**src/rtl/uart_matmul_engine.sv**
```systemverilog
// ---------------------------------------------------------------------------
// uart_matmul_engine
//   NxN matrix-multiply engine placed between uart_rx and uart_tx.
//   Collects A then B (row-major, one byte per element) from the rx stream,
//   computes C = A*B with one MAC per cycle, and returns every C element as
//   RES_BYTES bytes, MSB first, paced by the uart_tx busy signal.
//
//   Optional feature macro: MATMUL_SIGNED_EN
//     defined   : elements are DW-bit two's complement, result sign-extended
//     undefined : unsigned arithmetic, result zero-extended
//
// Ports
//   clk       in   system clock
//   rst       in   asynchronous reset, active low
//   rx_data   in   [7:0] received byte (bits above DW ignored)
//   rx_valid  in   one-cycle strobe qualifying rx_data
//   tx_busy   in   uart_tx busy
//   tx_data   out  [7:0] byte to transmit, held until the next tx_start
//   tx_start  out  one-cycle transmit request
//   busy      out  high while computing or sending
//   loading   out  high while a frame is partially received
//   done      out  one-cycle pulse after the last C byte is issued
//   rx_ovf    out  sticky: a byte arrived while the engine could not take it
// ---------------------------------------------------------------------------
module uart_matmul_engine #(
    parameter int N         = 2,
    parameter int DW        = 8,
    parameter int RES_BYTES = 3
) (
    input  logic       clk,
    input  logic       rst,
    input  logic [7:0] rx_data,
    input  logic       rx_valid,
    input  logic       tx_busy,
    output logic [7:0] tx_data,
    output logic       tx_start,
    output logic       busy,
    output logic       loading,
    output logic       done,
    output logic       rx_ovf
);

    localparam int ACC_W = 2 * DW + $clog2(N) + 1;
    localparam int RES_W = 8 * RES_BYTES;
    localparam int EXT_W = (RES_W > ACC_W) ? RES_W : ACC_W;
    localparam int NE    = N * N;
    localparam int AW    = $clog2(2 * NE);
    localparam int CW    = (N > 1) ? $clog2(N) : 1;
    localparam int BW    = (RES_BYTES > 1) ? $clog2(RES_BYTES) : 1;

    typedef enum logic [2:0] {
        S_IDLE,
        S_LOAD,
        S_COMPUTE,
        S_SEND,
        S_DONE
    } state_t;

    state_t           state_q, state_d;
    logic [AW-1:0]    idx_q, idx_d;
    logic [CW-1:0]    i_q, i_d, j_q, j_d, k_q, k_d;
    logic [BW-1:0]    byte_q, byte_d;
    logic             guard_q, guard_d;
    logic [7:0]       tx_data_q, tx_data_d;
    logic             tx_start_q, tx_start_d;
    logic             rx_ovf_q, rx_ovf_d;
    logic [ACC_W-1:0] acc_q, acc_d;

    // A occupies words 0..NE-1, B occupies NE..2*NE-1, both row-major.
    logic [DW-1:0]    mem [2*NE];
    logic             wr_en;
    logic [AW-1:0]    wr_addr;

    logic [AW-1:0]    a_addr, b_addr;
    logic [ACC_W-1:0] a_ext, b_ext, prod;
    logic [EXT_W-1:0] acc_ext;
    logic [RES_BYTES-1:0][7:0] res_bytes;
    logic [7:0]       tx_byte;

    // Operand fetch and MAC. Multiplying the already-extended operands at
    // ACC_W bits yields the correct low bits for both signed and unsigned.
    always_comb begin
        a_addr = AW'(i_q) * AW'(N) + AW'(k_q);
        b_addr = AW'(NE) + AW'(k_q) * AW'(N) + AW'(j_q);
`ifdef MATMUL_SIGNED_EN
        a_ext   = ACC_W'($signed(mem[a_addr]));
        b_ext   = ACC_W'($signed(mem[b_addr]));
        acc_ext = EXT_W'($signed(acc_q));
`else
        a_ext   = ACC_W'(mem[a_addr]);
        b_ext   = ACC_W'(mem[b_addr]);
        acc_ext = EXT_W'(acc_q);
`endif
        prod      = a_ext * b_ext;
        res_bytes = acc_ext[RES_W-1:0];
        tx_byte   = res_bytes[byte_q];
    end

    always_comb begin
        state_d    = state_q;
        idx_d      = idx_q;
        i_d        = i_q;
        j_d        = j_q;
        k_d        = k_q;
        byte_d     = byte_q;
        guard_d    = guard_q;
        tx_data_d  = tx_data_q;
        tx_start_d = 1'b0;
        rx_ovf_d   = rx_ovf_q;
        acc_d      = acc_q;
        wr_en      = 1'b0;
        wr_addr    = idx_q;

        case (state_q)
            S_IDLE: begin
                if (rx_valid) begin
                    // Even with N=1 the B byte is still outstanding.
                    wr_en    = 1'b1;
                    wr_addr  = '0;
                    rx_ovf_d = 1'b0;
                    idx_d    = AW'(1);
                    state_d  = S_LOAD;
                end
            end
            S_LOAD: begin
                if (rx_valid) begin
                    wr_en = 1'b1;
                    if (idx_q == AW'(2 * NE - 1)) begin
                        state_d = S_COMPUTE;
                        i_d     = '0;
                        j_d     = '0;
                        k_d     = '0;
                        acc_d   = '0;
                    end else begin
                        idx_d = idx_q + AW'(1);
                    end
                end
            end
            S_COMPUTE: begin
                acc_d = acc_q + prod;
                if (k_q == CW'(N - 1)) begin
                    state_d = S_SEND;
                    byte_d  = BW'(RES_BYTES - 1);
                    guard_d = 1'b0;
                end else begin
                    k_d = k_q + CW'(1);
                end
            end
            S_SEND: begin
                if (!guard_q) begin
                    if (!tx_busy) begin
                        tx_start_d = 1'b1;
                        tx_data_d  = tx_byte;
                        guard_d    = 1'b1;
                    end
                end else begin
                    // Guard cycle: uart_tx has not yet raised busy for the
                    // byte just requested, so tx_busy is not consulted here.
                    guard_d = 1'b0;
                    if (byte_q == '0) begin
                        if (i_q == CW'(N - 1) && j_q == CW'(N - 1)) begin
                            state_d = S_DONE;
                        end else begin
                            state_d = S_COMPUTE;
                            k_d     = '0;
                            acc_d   = '0;
                            if (j_q == CW'(N - 1)) begin
                                j_d = '0;
                                i_d = i_q + CW'(1);
                            end else begin
                                j_d = j_q + CW'(1);
                            end
                        end
                    end else begin
                        byte_d = byte_q - BW'(1);
                    end
                end
            end
            S_DONE: begin
                state_d = S_IDLE;
            end
            default: begin
                state_d = S_IDLE;
            end
        endcase

        // Bytes arriving while the engine owns the matrices are dropped.
        if (rx_valid && (state_q == S_COMPUTE || state_q == S_SEND || state_q == S_DONE))
            rx_ovf_d = 1'b1;
    end

    always_ff @(posedge clk or negedge rst) begin
        if (!rst) begin
            state_q    <= S_IDLE;
            idx_q      <= '0;
            i_q        <= '0;
            j_q        <= '0;
            k_q        <= '0;
            byte_q     <= '0;
            guard_q    <= 1'b0;
            tx_data_q  <= '0;
            tx_start_q <= 1'b0;
            rx_ovf_q   <= 1'b0;
        end else begin
            state_q    <= state_d;
            idx_q      <= idx_d;
            i_q        <= i_d;
            j_q        <= j_d;
            k_q        <= k_d;
            byte_q     <= byte_d;
            guard_q    <= guard_d;
            tx_data_q  <= tx_data_d;
            tx_start_q <= tx_start_d;
            rx_ovf_q   <= rx_ovf_d;
        end
    end

    // Datapath storage carries no reset; it is always written before use.
    always_ff @(posedge clk) begin
        acc_q <= acc_d;
        if (wr_en)
            mem[wr_addr] <= rx_data[DW-1:0];
    end

    assign tx_data  = tx_data_q;
    assign tx_start = tx_start_q;
    assign busy     = (state_q == S_COMPUTE) || (state_q == S_SEND);
    assign loading  = (state_q == S_LOAD);
    assign done     = (state_q == S_DONE);
    assign rx_ovf   = rx_ovf_q;

endmodule

```
**config.mk**
```make
export PLATFORM = sky130hd
export DESIGN_NAME = uart_matmul_engine
export DESIGN_NICKNAME = d
export VERILOG_FILES = /design/src/rtl/uart_matmul_engine.sv
export SDC_FILE = /design/constraint.sdc
export NUM_CORES = 1
export LEC_CHECK = 0
export BUFFER_PORTS_ARGS = -buffer_cell sky130_fd_sc_hd__buf_2
export CORE_AREA = 3 3 135 137
export DETAILED_ROUTE_END_ITERATION = 8
export DIE_AREA = 0 0 138 140
export PLACE_DENSITY = 0.66
export SLEW_MARGIN = 20
export SYNTH_ARGS = -nofsm -noshare
export SYNTH_HDL_FRONTEND = slang
export SYNTH_SLANG_ARGS = --single-unit
```
**constraint.sdc**
```tcl
create_clock -name clk -period 4.87 [get_ports clk]
set_input_delay 0.2435 -clock clk [delete_from_list [all_inputs] [get_ports clk]]
set_output_delay 0.2435 -clock clk [all_outputs]
set_load 0.05 [all_outputs]
```
==> impl_metrics.csv <==
group,metric,value,unit
global_route,gr-total-overflow,0,
global_route,grt_pass1_wl,23.9,mm
logic_synthesis,synth_fa_ha_area_share,22.7,%
worst_setup_path,critical_path_buf_inv_count,5,
clock_tree,cts_max_level,3,
logic_synthesis,ys_seq_area_share,44.4,%
logic_synthesis,yosysTopAreaCell,"edfxtp_1",
logic_synthesis,synth_most_common_cell,"inv_1",
logic_synthesis,synthMuxAreaShare,7.26,%
logic_synthesis,synthCells,574,
worst_setup_path,critPathLaunchType,"flip-flop",
cells_and_area,multi_input_area,3580,um^2
logic_synthesis,synth_nets,679,
cells_and_area,area_growth,20.3,%
sta,hold_viol_final,0,
worst_setup_path,critical-path-top-delay-family,"adder cells",
sta,fmax,0.201,GHz
global_route,grt_start_max_net_pins,23,
clock_tree,clockBufferDepth,2,
drt,drc,0,
logic_synthesis,synth_area_leaders,"edfxtp_1 (36%), fa_1 (15%), dfrtp_1 (8.1%)",
worst_setup_path,crit_required,4.98,ns
logic_synthesis,synthSimpleGateAreaFrac,11.9,%
logic_synthesis,ys.flop_type,"edfxtp_1",
flow_run,cap_violations,0,
worst_setup_path,rr_worst_depth,17,
logic_synthesis,synth_common_cells,"inv_1 (101), edfxtp_1 (82), nand2_1 (52)",
die,rows,48,
die,dieArea,19300,um^2
place,gp_congestion,0.860,
die,core_area,17200,um^2
status,violations,"setup timing",
global_route,grt_pass1_vias,4781,
place,place_hpwl,11.7,mm
drt,drt-pass1-iter-count,4,
die,io_pins,25,
hold_path,min-delay-start,"rx_valid",
global_route,grtUsageTotal,15.6,%
drt,initialDrtViolationCount,287,
sta,finalWorstSetupSlack,-0.111,ns
hold_path,holdPathStages,3,
logic_synthesis,synth.avg_cell_area,11.8,um^2
worst_setup_path,r2r_slack,-0.11,ns
global_route,antenna_found_initial,0,
sta,setup_violations,6,
drt,post_drt_wl_per_cell,16.9,um
logic_synthesis,synth-seq-cells,104,
sta,fin_crit_sh,102,%
sta,fin_skew,0.0122,ns
clock_tree,clk_latency,0.37,ns
hold_path,hold_class,"in -> reg",
cells_and_area,diodes,0,
logic_synthesis,synth.distinct_cells,46,
worst_setup_path,crit_path_max_incr_delay,0.59,ns
logic_synthesis,async_reset_ff_share,21.2,%
worst_setup_path,crit_path_cell_trace,"buf_12 > buf_8 > mux4_2 > nand2_2 > fa_1 > fa_1 > inv_2 > fa_1 > inv_2 > fa_1 > inv_2 > ha_4 > a21o_1 > a221o_2 > a31oi_4 > xor2_1 > nor2_1",
worst_setup_path,crit_path_end_kind,"flip-flop",
die,die_width,138,um
sta,rsz0062_at_grt,"true",
logic_synthesis,synth_xor_area_share,1.16,%
logic_synthesis,synth_edf_count,82,
clock_tree,cts_tree,"done",
drt,vias,4460,
die,start_util,39.5,%
worst_setup_path,path_common_cell,"fa_1",
worst_setup_path,critPathSlowestCell,"mux4_2",
sta,worst-slew-pin-transition,0.938,ns
logic_synthesis,synth_top_area_share,36.3,%
sta,fin_setup_tns,-0.418,ns
cells_and_area,fillers,1584,
drt,ant_nets,0,
sta,slew_headroom,37.4,%
worst_setup_path,critical_path_class,"reg -> reg",
logic_synthesis,synth_area,6790,um^2
worst_setup_path,rr_startpoint,"j_q$_DFFE_PN0P_",
worst_setup_path,critPathMaxFanout,5,
cells_and_area,drive_gt1_share,25.6,%
place,io_buffer_count,24,
clock_tree,clk_pin_slew,0.08,ns
clock_tree,clkSinkCount,104,
logic_synthesis,ys_warn_count,0,
clock_tree,clock-root-buffer,"clkbuf_16",
die,die_height,140,um
clock_tree,cts-buffers-inserted,9,
sta,drv_slew,0,
status,status,"finished with violations",
logic_synthesis,synth-compound-area-share,6.13,%
worst_setup_path,worstPathArrival,5.09,ns
sta,finalCriticalPeriod,4.98,ns
drt,wl,14.9,mm
logic_synthesis,synth_top_family_by_area,"adder cells",
cells_and_area,ff_latch_area,3010,um^2
drt,viasPerCell,5.06,
cells_and_area,nets,757,
hold_path,min_to,"rx_ovf$_DFFE_PN0P_",
worst_setup_path,r2r-end,"acc_q[13]$_SDFFCE_PN0P_",
per-stage QoR:
step	util (%)	worst slack, ns	area [um^2]	std cells	hold slack, ns
global placement	43.9	-0.178	7540	852	0.237
global route	47.6	-0.255	8170	882	0.173
detailed placement	43.9	-0.268	7540	852	0.249
CTS	47.2	-0.125	8100	879	0.147
finish	47.6	-0.111	8170	882	0.154
floorplan	-	-0.0321	6880	574	-0.0521
state kept, by name (all words and copies together) (netlist names):
signal,count
byte_q,2
rx_ovf,1
acc_q,18
j_q,1
mem,64
state_q,3
idx_q,3
k_q,1
i_q,1
tx_data,8
tx_start,1
guard_q,1
logic make-up (layout without fill, tap and decap cells):
family | Yosys count | count (layout)
mux | 29 | 29
compound gates | 61 | 61
buf+inv | 114 | 197
fa+ha+maj | 93 | 93
simple gates | 164 | 164
xor+xnor | 9 | 9
flops | 104 | 104
area by class of cell:
type / count / area share, %
multi-input combinational: 356 / 43.8
sequential: 104 / 36.9
timing repair buffer: 80 / 7.52
inverter: 101 / 4.64
tap: 225 / 3.45
clock buffer: 9 / 2.76
clock inverter: 7 / 0.995
worst register-to-register path, stage by stage (launching register included):
cell,delay [ns]
dfrtp_1,0.38
buf_12,0.12
buf_8,0.11
mux4_2,0.59
nand2_2,0.13
fa_1,0.46
fa_1,0.57
inv_2,0.04
fa_1,0.49
inv_2,0.04
fa_1,0.49
inv_2,0.05
ha_4,0.22
a21o_1,0.18
a221o_2,0.42
a31oi_4,0.23
xor2_1,0.17
nor2_1,0.06
worst max path at each step:
stage	cells past startpoint	endpoint	start
5_1_grt	17	acc_q[15]$_SDFFCE_PN0P_	j_q$_DFFE_PN0P_
2_1_floorplan	16	acc_q[15]$_SDFFCE_PN0P_	j_q$_DFFE_PN0P_
4_1_cts	16	acc_q[15]$_SDFFCE_PN0P_	j_q$_DFFE_PN0P_
6_report	17	acc_q[13]$_SDFFCE_PN0P_	j_q$_DFFE_PN0P_
3_3_place_gp	15	acc_q[15]$_SDFFCE_PN0P_	j_q$_DFFE_PN0P_
3_5_place_dp	16	acc_q[15]$_SDFFCE_PN0P_	j_q$_DFFE_PN0P_
cell usage in the layout, fill, tap and decap left out, types with 3 or more instances in the layout:
cell type  instances
inv_2              5
nand3_1           12
ha_1              37
and2_4             8
xnor2_1            3
dfrtp_1           22
ha_4               5
buf_4             44
xor2_1             4
o31ai_1            6
or3_1              3
nand2b_1           7
nand4_1            3
o21ai_0            9
clkbuf_16          9
a21oi_2            3
a21o_1             4
nor2_1            27
mux2i_1           11
nor3_1             5
fa_2               6
nor2b_1            4
buf_12             3
a211oi_1           3
buf_6              7
fa_1              44
nand2_2            7
nand2_1           45
mux4_2            16
inv_1             96
a21oi_1           14
edfxtp_1          82
and2_1            33
buf_2             24
a22o_1             5
routing by layer:
layer	up-vias	global-route usage [%]	share of wire, %
li1	2090	-	-
met1	2268	19.5	42
met2	82	27.6	53
met3	20	2.63	3.4
met4	0	5.04	1.7
met5	-	0	0
timing repair:
action,CTS,global route
pin swaps,37,20
hold buffers,1,0
endpoints found under the setup margin,8,10
gates resized for setup,39,11
endpoints found under the hold margin,22,0
setup buffers,11,3
Power is not shown: default switching activity piles up to over one toggle a cycle in this logic, so the estimate is an artifact.
